File: config.mk
export PLATFORM = sky130hd
export DESIGN_NAME = rx_buffer_ctrl
export DESIGN_NICKNAME = d
export VERILOG_FILES = /design/src/rtl/rx_buffer_ctrl.sv
export SDC_FILE = /design/constraint.sdc
export NUM_CORES = 1
export LEC_CHECK = 0
export ABC_AREA = 1
export BUFFER_PORTS_ARGS = -buffer_cell sky130_fd_sc_hd__buf_2
export CELL_PAD_IN_SITES_DETAIL_PLACEMENT = 0
export CELL_PAD_IN_SITES_GLOBAL_PLACEMENT = 1
export CORE_MARGIN = 10
export CORE_UTILIZATION = 45
export DETAILED_ROUTE_END_ITERATION = 8
export PLACE_DENSITY = 0.79
export SLEW_MARGIN = 5
export SYNTH_ARGS = -nofsm -noshare
export SYNTH_HDL_FRONTEND = slang
export SYNTH_SLANG_ARGS = --single-unit
File: constraint.sdc
create_clock -name clk -period 2.1 [get_ports clk]
set_input_delay 0.315 -clock clk [delete_from_list [all_inputs] [get_ports clk]]
set_output_delay 0.315 -clock clk [all_outputs]
set_load 0.03 [all_outputs]
File: src/rtl/rx_buffer_ctrl.sv
// Receive-side byte buffer: FIFO between a UART-style receiver and a valid/ready stream,
// with framing-error clear handshake and saturating error-event counters.
module rx_buffer_ctrl #(
    parameter int DEPTH     = 8,
    parameter int CNT_WIDTH = 8
) (
    input  logic                      clk,
    input  logic                      rst,
    input  logic                      en,
    input  logic                      flush,
    input  logic [7:0]                rx_data,
    input  logic                      rx_data_valid,
    input  logic                      framing_err,
    input  logic                      overrun,
    output logic                      host_ready,
    output logic                      clear_framing_err,
    output logic [7:0]                m_data,
    output logic                      m_valid,
    input  logic                      m_ready,
    output logic [$clog2(DEPTH):0]    fifo_count,
    output logic [CNT_WIDTH-1:0]      ferr_count,
    output logic [CNT_WIDTH-1:0]      ovr_count,
    input  logic                      cnt_clear
);

    localparam int AW = $clog2(DEPTH);
    localparam logic [AW:0] FULL = (AW+1)'(DEPTH);

    typedef enum logic [1:0] {IDLE, RUN, FERR_CLR} state_t;

    logic [7:0]    mem [DEPTH];
    logic [AW-1:0] wptr, rptr;
    logic          push, pop;
    state_t        state;
    logic          cfe_q;
    logic          ovr_q;
    logic          ferr_entry, ovr_rise;

    // Full is judged on the registered count, so a pop while full frees space only next cycle.
    assign host_ready = en & ~flush & ~rst & (fifo_count < FULL);
    assign m_valid    = (fifo_count != '0) & ~rst;
    assign m_data     = (fifo_count != '0) ? mem[rptr] : 8'h00;
    assign push       = rx_data_valid & host_ready;
    assign pop        = m_valid & m_ready;

    always_ff @(posedge clk) begin
        if (push)
            mem[wptr] <= rx_data;
    end

    always_ff @(posedge clk) begin
        if (rst || flush) begin
            wptr       <= '0;
            rptr       <= '0;
            fifo_count <= '0;
        end else begin
            if (push)
                wptr <= wptr + AW'(1);
            if (pop)
                rptr <= rptr + AW'(1);
            case ({push, pop})
                2'b10:   fifo_count <= fifo_count + (AW+1)'(1);
                2'b01:   fifo_count <= fifo_count - (AW+1)'(1);
                default: fifo_count <= fifo_count;
            endcase
        end
    end

    assign ferr_entry        = (state != FERR_CLR) & framing_err;
    assign clear_framing_err = cfe_q & ~rst;

    always_ff @(posedge clk) begin
        if (rst) begin
            state <= IDLE;
            cfe_q <= 1'b0;
        end else begin
            case (state)
                IDLE: begin
                    if (framing_err) begin
                        state <= FERR_CLR;
                        cfe_q <= 1'b1;
                    end else if (en) begin
                        state <= RUN;
                    end
                end
                RUN: begin
                    if (framing_err) begin
                        state <= FERR_CLR;
                        cfe_q <= 1'b1;
                    end else if (!en) begin
                        state <= IDLE;
                    end
                end
                FERR_CLR: begin
                    if (!framing_err) begin
                        state <= en ? RUN : IDLE;
                        cfe_q <= 1'b0;
                    end
                end
                default: begin
                    state <= IDLE;
                    cfe_q <= 1'b0;
                end
            endcase
        end
    end

    assign ovr_rise = overrun & ~ovr_q;

    // Clear wins over the old value but a coincident event still counts as one.
    function automatic logic [CNT_WIDTH-1:0] cnt_next(input logic [CNT_WIDTH-1:0] c,
                                                      input logic inc, input logic clr);
        if (clr)
            return inc ? CNT_WIDTH'(1) : '0;
        if (inc && (c != '1))
            return c + CNT_WIDTH'(1);
        return c;
    endfunction

    always_ff @(posedge clk) begin
        if (rst) begin
            ovr_q      <= 1'b0;
            ferr_count <= '0;
            ovr_count  <= '0;
        end else begin
            ovr_q      <= overrun;
            ferr_count <= cnt_next(ferr_count, ferr_entry, cnt_clear);
            ovr_count  <= cnt_next(ovr_count, ovr_rise, cnt_clear);
        end
    end

endmodule

==> results of run 1 <==
## how the worst max path moves through the flow
| stage | from | end | slack, ns | cells past startpoint |
|---|---|---|---|---|
| floorplan | fifo_count[1] | fifo_count[2] | 0.02 | 12 |
| global placement | rst | fifo_count[2] | 0.21 | 12 |
| detailed placement | rst | fifo_count[2] | 0.13 | 12 |
| CTS | flip-flop | m_data[0] | 0.06 | 8 |
| global route | fifo_count[1] | fifo_count[2] | 0.003 | 12 |
| finish | flip-flop | m_data[0] | 0.18 | 6 |
## repair_timing
action                     in CTS  in global routing
setup endpoints to repair       0                  8
hold buffers                    0                  0
gates resized for setup         0                  9
## synthesized netlist by cell type, drive strengths merged
master,n
clkinv,1
and3,1
clkbuf,1
nor2,91
nand3,15
edfxtp,64
nor3,10
ha,7
a31oi,1
nand4,10
or2,1
o21a,1
o21bai,3
o211ai,8
o21ai,42
buf,11
inv,36
a21oi,19
xor2,3
nand2,59
nand3b,1
dfxtp,33
o22ai,8
## critical path: cells and delay by family, from the launching register on
family          cells  cell delay [ns]
flops               1             0.34
simple gates        2             0.19
buf+inv             2             0.44
compound gates      2             0.29
## cell families after synthesis
group,synth area share
simple gates,0.194
flops,0.614
compound gates,0.108
buf+inv,0.0565
fa+ha+maj,0.0208
xor+xnor,0.00625
## layout by cell type (no fill, tap or decap), types with 10 or more instances in the layout
cell      instances
o21ai_1          15
inv_1            34
nand2_1          58
nor3_1           10
buf_4            14
nand3_1          14
clkbuf_8         12
dfxtp_1          32
o21ai_0          27
buf_2            46
nor2_1           87
a21oi_1          18
edfxtp_1         64
## sequential cells by signal (all words and copies together), names as in the netlist, named ones only
signal and count:
ovr_count 8, cfe_q 1, ferr_count 8, ovr_q 1, mem 64, wptr 3
fifo_count 4, rptr 3, state 2
## where the power goes
group / switching, mW / total, mW / leakage (nW) / internal (mW)
Clock: 0.620 / 1.22 / 0.107 / 0.600
Sequential: 0.0109 / 2.05 / 0.844 / 2.04
Combinational: 0.118 / 0.171 / 0.932 / 0.0529
Total: 0.749 / 3.44 / 1.88 / 2.69
## metrics by stage
stage | total power, mW | hold WS [ns] | setup WS [ns] | util
2_1_floorplan | 2.20 | 0.387 | 0.0230 | -
3_3_place_gp | 2.27 | 0.464 | 0.207 | 0.504
3_5_place_dp | 2.27 | 0.471 | 0.133 | 0.504
4_1_cts | 3.47 | 0.128 | 0.0603 | 0.527
5_1_grt | 3.57 | 0.135 | 0.00332 | 0.530
6_report | 3.44 | 0.142 | 0.183 | 0.530
## final cells by class
| type | instances | share of cell area |
|---|---|---|
| Sequential cell | 97 | 0.533 |
| Multi-Input combinational cell | 280 | 0.286 |
| Tap cell | 111 | 0.0286 |
| Clock buffer | 13 | 0.0392 |
| Clock inverter | 3 | 0.00387 |
| Inverter | 37 | 0.0292 |
| Timing Repair Buffer | 65 | 0.0800 |
## layer usage
layer  vias up  wire, um
met5         -         0
met4         0       112
met3        11       414
met2        57      4210
met1      1439      4090
li1       1598         -
==> results.md, run 1 <==
* Startpoint types: flip-flop
* Fmax at approximately 0.52 GHz
* Met3 track utilization from global routing at 0.0329
* Post-layout instance area at a little under 5000 um^2
* Setup violations, final at 0
* CTS tree: yes
* Synth Area per Inst at ~10 um^2
* WL final at ~9 mm
* Tmin final at approximately 1.9 ns
* CP Cell Sequence: inv_1, o21ai_0, o22ai_1, nor2_1, nor2_1, buf_2
* Core area at 9150 um^2
* Aggregate negative setup slack at 0 ns
* Root buf cell: clkbuf_8
* First-pass GRT wire length at between 10 and 15 mm
* #FFs+latches synth at 97
* Post-route ant nets at 0
* Hold EP: state[0]
* Die Wd at roughly 120 um
* Footprint of the multi-input gates at around 1400 um^2
* WP data arrival at between 1.5 and 2 ns
* Total track usage at 0.136
* Num CTS Buffers at 9
* Clock buffer depth at 2
* Crit. End Element: primary output
* Met1 usage at 0.160
* Synth cell types at 34
* CP required at around 1.8 ns
* Top-area cell type share of the netlist area at 0.457
* Power Dens Cells at 710 nW/um^2
* Postcts setup bufs at 0
* Post-Layout Cell Count at roughly 610
* Via-per-instance ratio at just over 5
* Overflow after GRT at 0
* Crit-path most repeated cell: nor2_1
* Synth Instances at approximately 430
* Crit path kind: flip-flop to primary output
* Worst-Margin Slew at approximately 0.37 ns
* Post-synthesis instance area at around 4200 um^2
* Clock insertion delay at the later pin of the skew report at approximately 0.35 ns
* Hold Path Origin: framing_err
* Filler Cell Count at roughly 850
* RSZ-0062 raised after global routing: false
* Status: finished, final reports clean
* Mapped Nets at 450
* Area after DPL at 4620 um^2
* Highest-delay cell along the critical path: dfxtp_1
* Layer carrying the most global-route usage: met2
* Critical R2R Launch: fifo_count[1]
* DIE AREA at ~14000 um^2
* H-tree depth at 3
* Cells on worst reg2reg path at 12
* FF+latch area at between 2000 and 3000 um^2
* Count of final hold-check violations at 0
* # clock sinks at 97
* # diodes at 0
* Final worst path period share at 0.913
* Worst Path Max Fanout at 8
* Drt pass-1 iters at 4
* Slew Limit Fails at 0
* HP Class: primary input to flip-flop
* Layout net count at approximately 510
* Yosys top cell by area: edfxtp_1
* Die Ht at ~120 um
* Vias in the first global route at just over 3k
* Warnings, synthesis at 0
* Initial antenna violation count at 0
* Met2 Use GR at 0.236
* Initial drt markers at approximately 160
* Post-synthesis sequential area ratio at 0.614
* IO Pins at between 40 and 50
* Clock-pin slew on the worst setup and hold paths at ~0.09 ns
* GP Congestion at 0.827
* Slowest Stage Delay on Critical Path at around 0.34 ns
* Slew headroom at 0.756
* DR DRC count at 0
* R2R setup slack at around 0.21 ns
* Largest net degree at the start of global routing at 19
* Share of cells above drive strength 1 at 0.192
* Routed via count at around 3.1k
* Row cnt at 35
* Skew final at between 0.006 and 0.007 ns
* Initial core utilization at 0.460
* Worst-case vdd ir drop at approximately 0.28 mV
* Placed Cells at 590
* Pleak at 1.88 nW
* Reg2Reg Capture Point: fifo_count[2]
* Port bufs at between 40 and 50
* Max Cap Viol at 0
* WL per Instance at between 10 and 15 um
* Layout area overhead at 15.3%
* Hold depth at 2
* Top cells by area, synth: edfxtp_1 46%, dfxtp_1 16%, nor2_1 7.8%
* Post-DP HPWL at approximately 6.2 mm
Note: power is estimated with default switching activity, not from simulation.
==> run 2, diff against run 1 <==
- PLACE_DENSITY: 0.79 -> 0.85
==> run 2 against run 1 <==
Compared with the run above:
- first-iteration DRC count down 21%
- global-route usage up 0.56 points
- sequential power about the same
- non-clock buffer count down 1
- combinational power about the same
- via count up 0.23%
- cell count down 0.17%
- register-to-register slack better by 0.02 ns
- clock skew up 0.00091 ns
- core utilization down 0.18 points
==> results.md, run 2 (synthesis results as in run 1) <==
* CTS tree: yes
* Crit path kind: flip-flop to primary output
* RSZ-0062 raised after global routing: true
* Power Dens Cells at 701 nW/um^2
* Routed via count at 3112
* Commonest cells after routing, fill and taps aside: 87 x nor2_1, 64 x edfxtp_1, 58 x nand2_1
* Top reg by flops: mem
* IO Pins at between 40 and 50
* Met3 track utilization from global routing at 0.0426
* Overflow after GRT at 0
* Drt pass-1 iters at 4
* HP Class: primary input to flip-flop
* Hold bufs inserted after CTS at 0
* WL per Instance at between 10 and 15 um
* DIE AREA at about 14000 um^2
* Worst Path Max Fanout at 22
* GP Congestion at roughly 0.79
* Count of final hold-check violations at 0
* Met2 Use GR at 0.234
* Setup violations, final at 0
* Initial core utilization at 0.460
* Filler Cell Count at 839
* Internal power at about 2.6 mW
* Clk pwr share at 0.343
* Layer carrying the most global-route usage: met2
* H-tree depth at 3
* Clock-pin slew on the worst setup and hold paths at ~0.09 ns
* Slew Limit Fails at 0
* Post-Layout Cell Count at between 600 and 700
* Tmin final at just under 2 ns
* Via-per-instance ratio at 5.14
* Layout area overhead at 14.9%
* Max Cap Viol at 0
* # diodes at 0
* WP data arrival at approximately 1.7 ns
* Placed Cells at around 600
* Initial antenna violation count at 0
* Top Registers: mem: 64 flops, ferr_count: 8 flops, ovr_count: 8 flops
* Final worst path period share at 0.943
* Die Ht at between 100 and 150 um
* Post-DP HPWL at about 6.3 mm
* Crit. End Element: primary output
* Vias in the first global route at ~3.2k
* Layout net count at around 510
* Core area at ~9000 um^2
* Hold Slack at roughly 0.14 ns
* Die Wd at between 100 and 150 um
* Footprint of the multi-input gates at ~1400 um^2
* Root buf cell: clkbuf_8
* DR DRC count at 0
* Post-route ant nets at 0
* Initial drt markers at approximately 130
* Worst-case vdd ir drop at between 0.2 and 0.3 mV
* Slew headroom at 0.776
* Port bufs at 47
* Row cnt at 35
* FF+latch area at between 2000 and 3000 um^2
* Reg power frac at 0.606
* Switching power of the nets at roughly 0.74 mW
* Post-layout instance area at 4830 um^2
* Num CTS Buffers at 9
* Logic gate share of total power at 0.051
* Fmax at a little over 0.5 GHz
* Area after DPL at ~4600 um^2
* Number of flip-flops in the largest register at 64
* Met1 usage at 0.172
* Worst-Margin Slew at between 0.3 and 0.4 ns
* # resized after CTS at 0
* Startpoint types: flip-flop
* Status: finished, final reports clean
* First-pass GRT wire length at 15.2 mm
* Sw frac at 0.219
* # clock sinks at 97
* Pleak at 1.87 nW
* Share of cells above drive strength 1 at 0.184
* CP required at between 1.5 and 2 ns
* Clock insertion delay at the later pin of the skew report at ~0.35 ns
* Postcts setup bufs at 0
* Clock buffer depth at 2
* Skew final at around 0.0077 ns
* Total track usage at 0.142
* Most common cell after layout, fill and taps aside: nor2_1
* WL final at ~9 mm
* Largest net degree at the start of global routing at 23
run 2: cell count changes in the layout (fill, tap and decap cells not counted), moves of 2 or more:
cell,change
clkbuf_1,+2
buf_2,-2
buf_6,-3
clkbuf_8,-3
run 2: worst paths after layout:
kind	from	endpoint	slack, ns	cells after the start
max	flip-flop	m_data[7]	0.12	7
min	framing_err	state[0]	0.14	2
min reg2reg	ferr_count[2]	ferr_count[2]	0.49	2
max reg2reg	fifo_count[1]	fifo_count[2]	0.23	12
run 2: power groups by stage:
| stage | clock (mW) | combinational, mW | sequential, mW |
|---|---|---|---|
| finish | 1.16 | 0.173 | 2.05 |
| global route | 1.28 | 0.195 | 2.05 |
| CTS | 1.19 | 0.174 | 2.05 |
| detailed placement | 0 | 0.173 | 2.10 |
| global placement | 0 | 0.171 | 2.10 |
| floorplan | 0 | 0.0912 | 2.10 |
run 2: final cells by class:
cell class | instances | area share
sequential | 97 | 0.535
multi-input combinational | 280 | 0.287
timing repair buffer | 64 | 0.0815
inverter | 37 | 0.0293
tap | 111 | 0.0287
clock buffer | 11 | 0.0272
clock inverter | 5 | 0.0114
run 2: metal layers:
metal,vias up,part of all wire
met5,-,0
met4,0,0.010
met3,9,0.060
met2,58,0.47
met1,1461,0.46
li1,1584,-
run 2: worst max-delay path: stages, from the launching register on:
cell and delay (ns):
dfxtp_2 0.36, inv_4 0.14, buf_12 0.18, o21ai_0 0.09, o22ai_1 0.13, nor2_1 0.06, nor2_1 0.14, buf_2 0.22
run 2: through the flow:
step	total power, mW	utilization	worst slack, ns	setup TNS, ns
4_1_cts	3.42	0.525	0.000428	0
5_1_grt	3.53	0.528	-0.0141	-0.0251
2_1_floorplan	2.20	-	0.0230	0
3_5_place_dp	2.27	0.505	0.169	0
3_3_place_gp	2.27	0.505	0.232	0
6_report	3.39	0.528	0.119	0
==> run 3, diff against run 2 <==
- REMOVE_ABC_BUFFERS: unset -> 1
==> run 3 against run 2 <==
Compared with the run above:
- fmax is 1.6% lower
- count of clock-buffer cells in the layout fell by 2
- core utilization is 0.83 points higher
- wire length shrank 0.22%
- worst hold slack got worse by 0.012 ns
- critical endpoint is now m_data[3]
- sequential cell count stayed put
- total power up 0.84%
- clock skew is 0.0035 ns higher
- highest routed layer unchanged
- register-to-register slack about the same
- global-route usage is 0.53 points lower
==> results.md, run 3 (synthesis results as in run 1) <==
* Vias in the first global route at approximately 3.1k
* Row cnt at 35
* Post-route ant nets at 0
* Worst Path Max Fanout at 13
* CTS tree: yes
* Via-per-instance ratio at 5.21
* Tmin final at 2.01 ns
* Post-Layout Cell Count at roughly 610
* CP required at approximately 1.8 ns
* Placed Cells at roughly 590
* Commonest cells after routing, fill and taps aside: 84 x nor2_1, 64 x edfxtp_1, 58 x nand2_1
* Slew headroom at 0.725
* WL per Instance at roughly 15 um
* Layout net count at 515
* Final total power at approximately 3.4 mW
* Postcts setup bufs at 0
* Setup violations, final at 0
* Overflow after GRT at 0
* Crit. End Element: primary output
* Final core utilization at 0.536
* Clock buffer depth at 2
* Hold depth at 2
* Final worst path period share at 0.958
* Startpoint types: flip-flop
* Top Registers: mem: 64 flops, ferr_count: 8 flops, ovr_count: 8 flops
* Setup WS pre-CTS at ~0.2 ns
* Aggregate negative setup slack at 0 ns
* Die Wd at 117 um
* First-pass GRT wire length at roughly 14 mm
* Power Dens Cells at about 700 nW/um^2
* H-tree depth at 3
* DR DRC count at 0
* Initial drt markers at 138
* Clock insertion delay at the later pin of the skew report at roughly 0.37 ns
* Share of cells above drive strength 1 at 0.198
* Hold Slack at approximately 0.13 ns
* Cells on worst reg2reg path at 12
* Total track usage at 0.136
* # clock sinks at between 90 and 100
* Number of flip-flops in the largest register at between 60 and 70
* Root buf cell: clkbuf_8
* Num CTS Buffers at 9
* Port bufs at between 40 and 50
* Max Cap Viol at 0
* Count of final hold-check violations at 0
* Post-layout instance area at approximately 4900 um^2
* # diodes at 0
* Crit path kind: flip-flop to primary output
* Setup ws final at approximately 0.087 ns
* WP data arrival at ~1.7 ns
* R2R setup slack at ~0.23 ns
* Top reg by flops: mem
* Layer carrying the most global-route usage: met2
* Clock-pin slew on the worst setup and hold paths at about 0.090 ns
* Hold bufs inserted after CTS at 0
* RSZ-0062 raised after global routing: true
* Core area at 9150 um^2
* Die Ht at 117 um
* Initial antenna violation count at 0
* Layout area overhead at 16.7%
* Skew final at about 0.011 ns
* Largest net degree at the start of global routing at 33
* Initial core utilization at 0.460
* Fmax at ~0.50 GHz
* Drt pass-1 iters at 4
* Worst-Margin Slew at ~0.4 ns
* GP Congestion at between 0.8 and 0.9
* DIE AREA at between 10000 and 15000 um^2
* Status: finished, final reports clean
* Pleak at ~1.9 nW
* Met3 track utilization from global routing at 0.0431
* Routed via count at between 3k and 4k
* Slew Limit Fails at 0
* Area after DPL at about 4600 um^2
* Most common cell after layout, fill and taps aside: nor2_1
* HP Class: primary input to flip-flop
* Worst-case vdd ir drop at between 0.2 and 0.3 mV
* Met1 usage at 0.169
* Met2 Use GR at 0.213
* IO Pins at 48
* Post-DP HPWL at 6.06 mm
* Filler Cell Count at 836
* WL final at around 9 mm
[run 3: cell types whose count changed in the layout (fill, tap and decap cells not counted), moves of 2 or more]
cell       before  now
buf_4          15   20
clkbuf_16       0    2
buf_6           1    3
clkbuf_4        2    0
nor2_1         87   84
inv_8           0    4
nor2_2          3    6
clkbuf_1        2    0
buf_2          44   40
[run 3: worst paths after layout]
| kind | from | endpoint |
|---|---|---|
| setup / recovery | flip-flop | m_data[3] |
| hold / removal | framing_err | state[0] |
| hold reg to reg | cfe_q | cfe_q |
| setup reg to reg | fifo_count[1] | fifo_count[2] |
[run 3: final cells by class]
class / instances / area, um^2 / share of cell area
inverters: 37 / 141 / 0.0288
clock inverters: 7 / 71.3 / 0.0145
well taps: 111 / 139 / 0.0283
clock buffers: 9 / 124 / 0.0252
repair buffers: 66 / 454 / 0.0925
multi-input cells: 280 / 1400 / 0.284
flip-flops and latches: 97 / 2580 / 0.526
[run 3: where the power goes]
group	internal [mW]	switching (mW)	leakage [nW]
Combinational	0.0572	0.120	0.961
Sequential	2.04	0.0103	0.844
Clock	0.474	0.712	0.102
[run 3: repair_timing]
item | 4_1_cts | 5_1_grt
resized for setup | 2 | 20
setup endpoints to repair | 2 | 9
pin swaps | 0 | 4
cloned | 0 | 2
hold endpoints to repair | 0 | 0
[run 3: layer usage]
layer  vias up  share of wire
met4         0          0.021
met2        75           0.46
li1       1592              -
met1      1476           0.46
met5         -              0
met3        17          0.058
[run 3: worst max-delay path, cell delays in order, from the launching register on]
cell       delay, ns
dfxtp_2         0.35
buf_6           0.14
inv_4           0.10
clkbuf_16       0.16
nor2_1          0.04
o211ai_1        0.17
nand2_1         0.08
nor2_2          0.15
buf_6           0.15
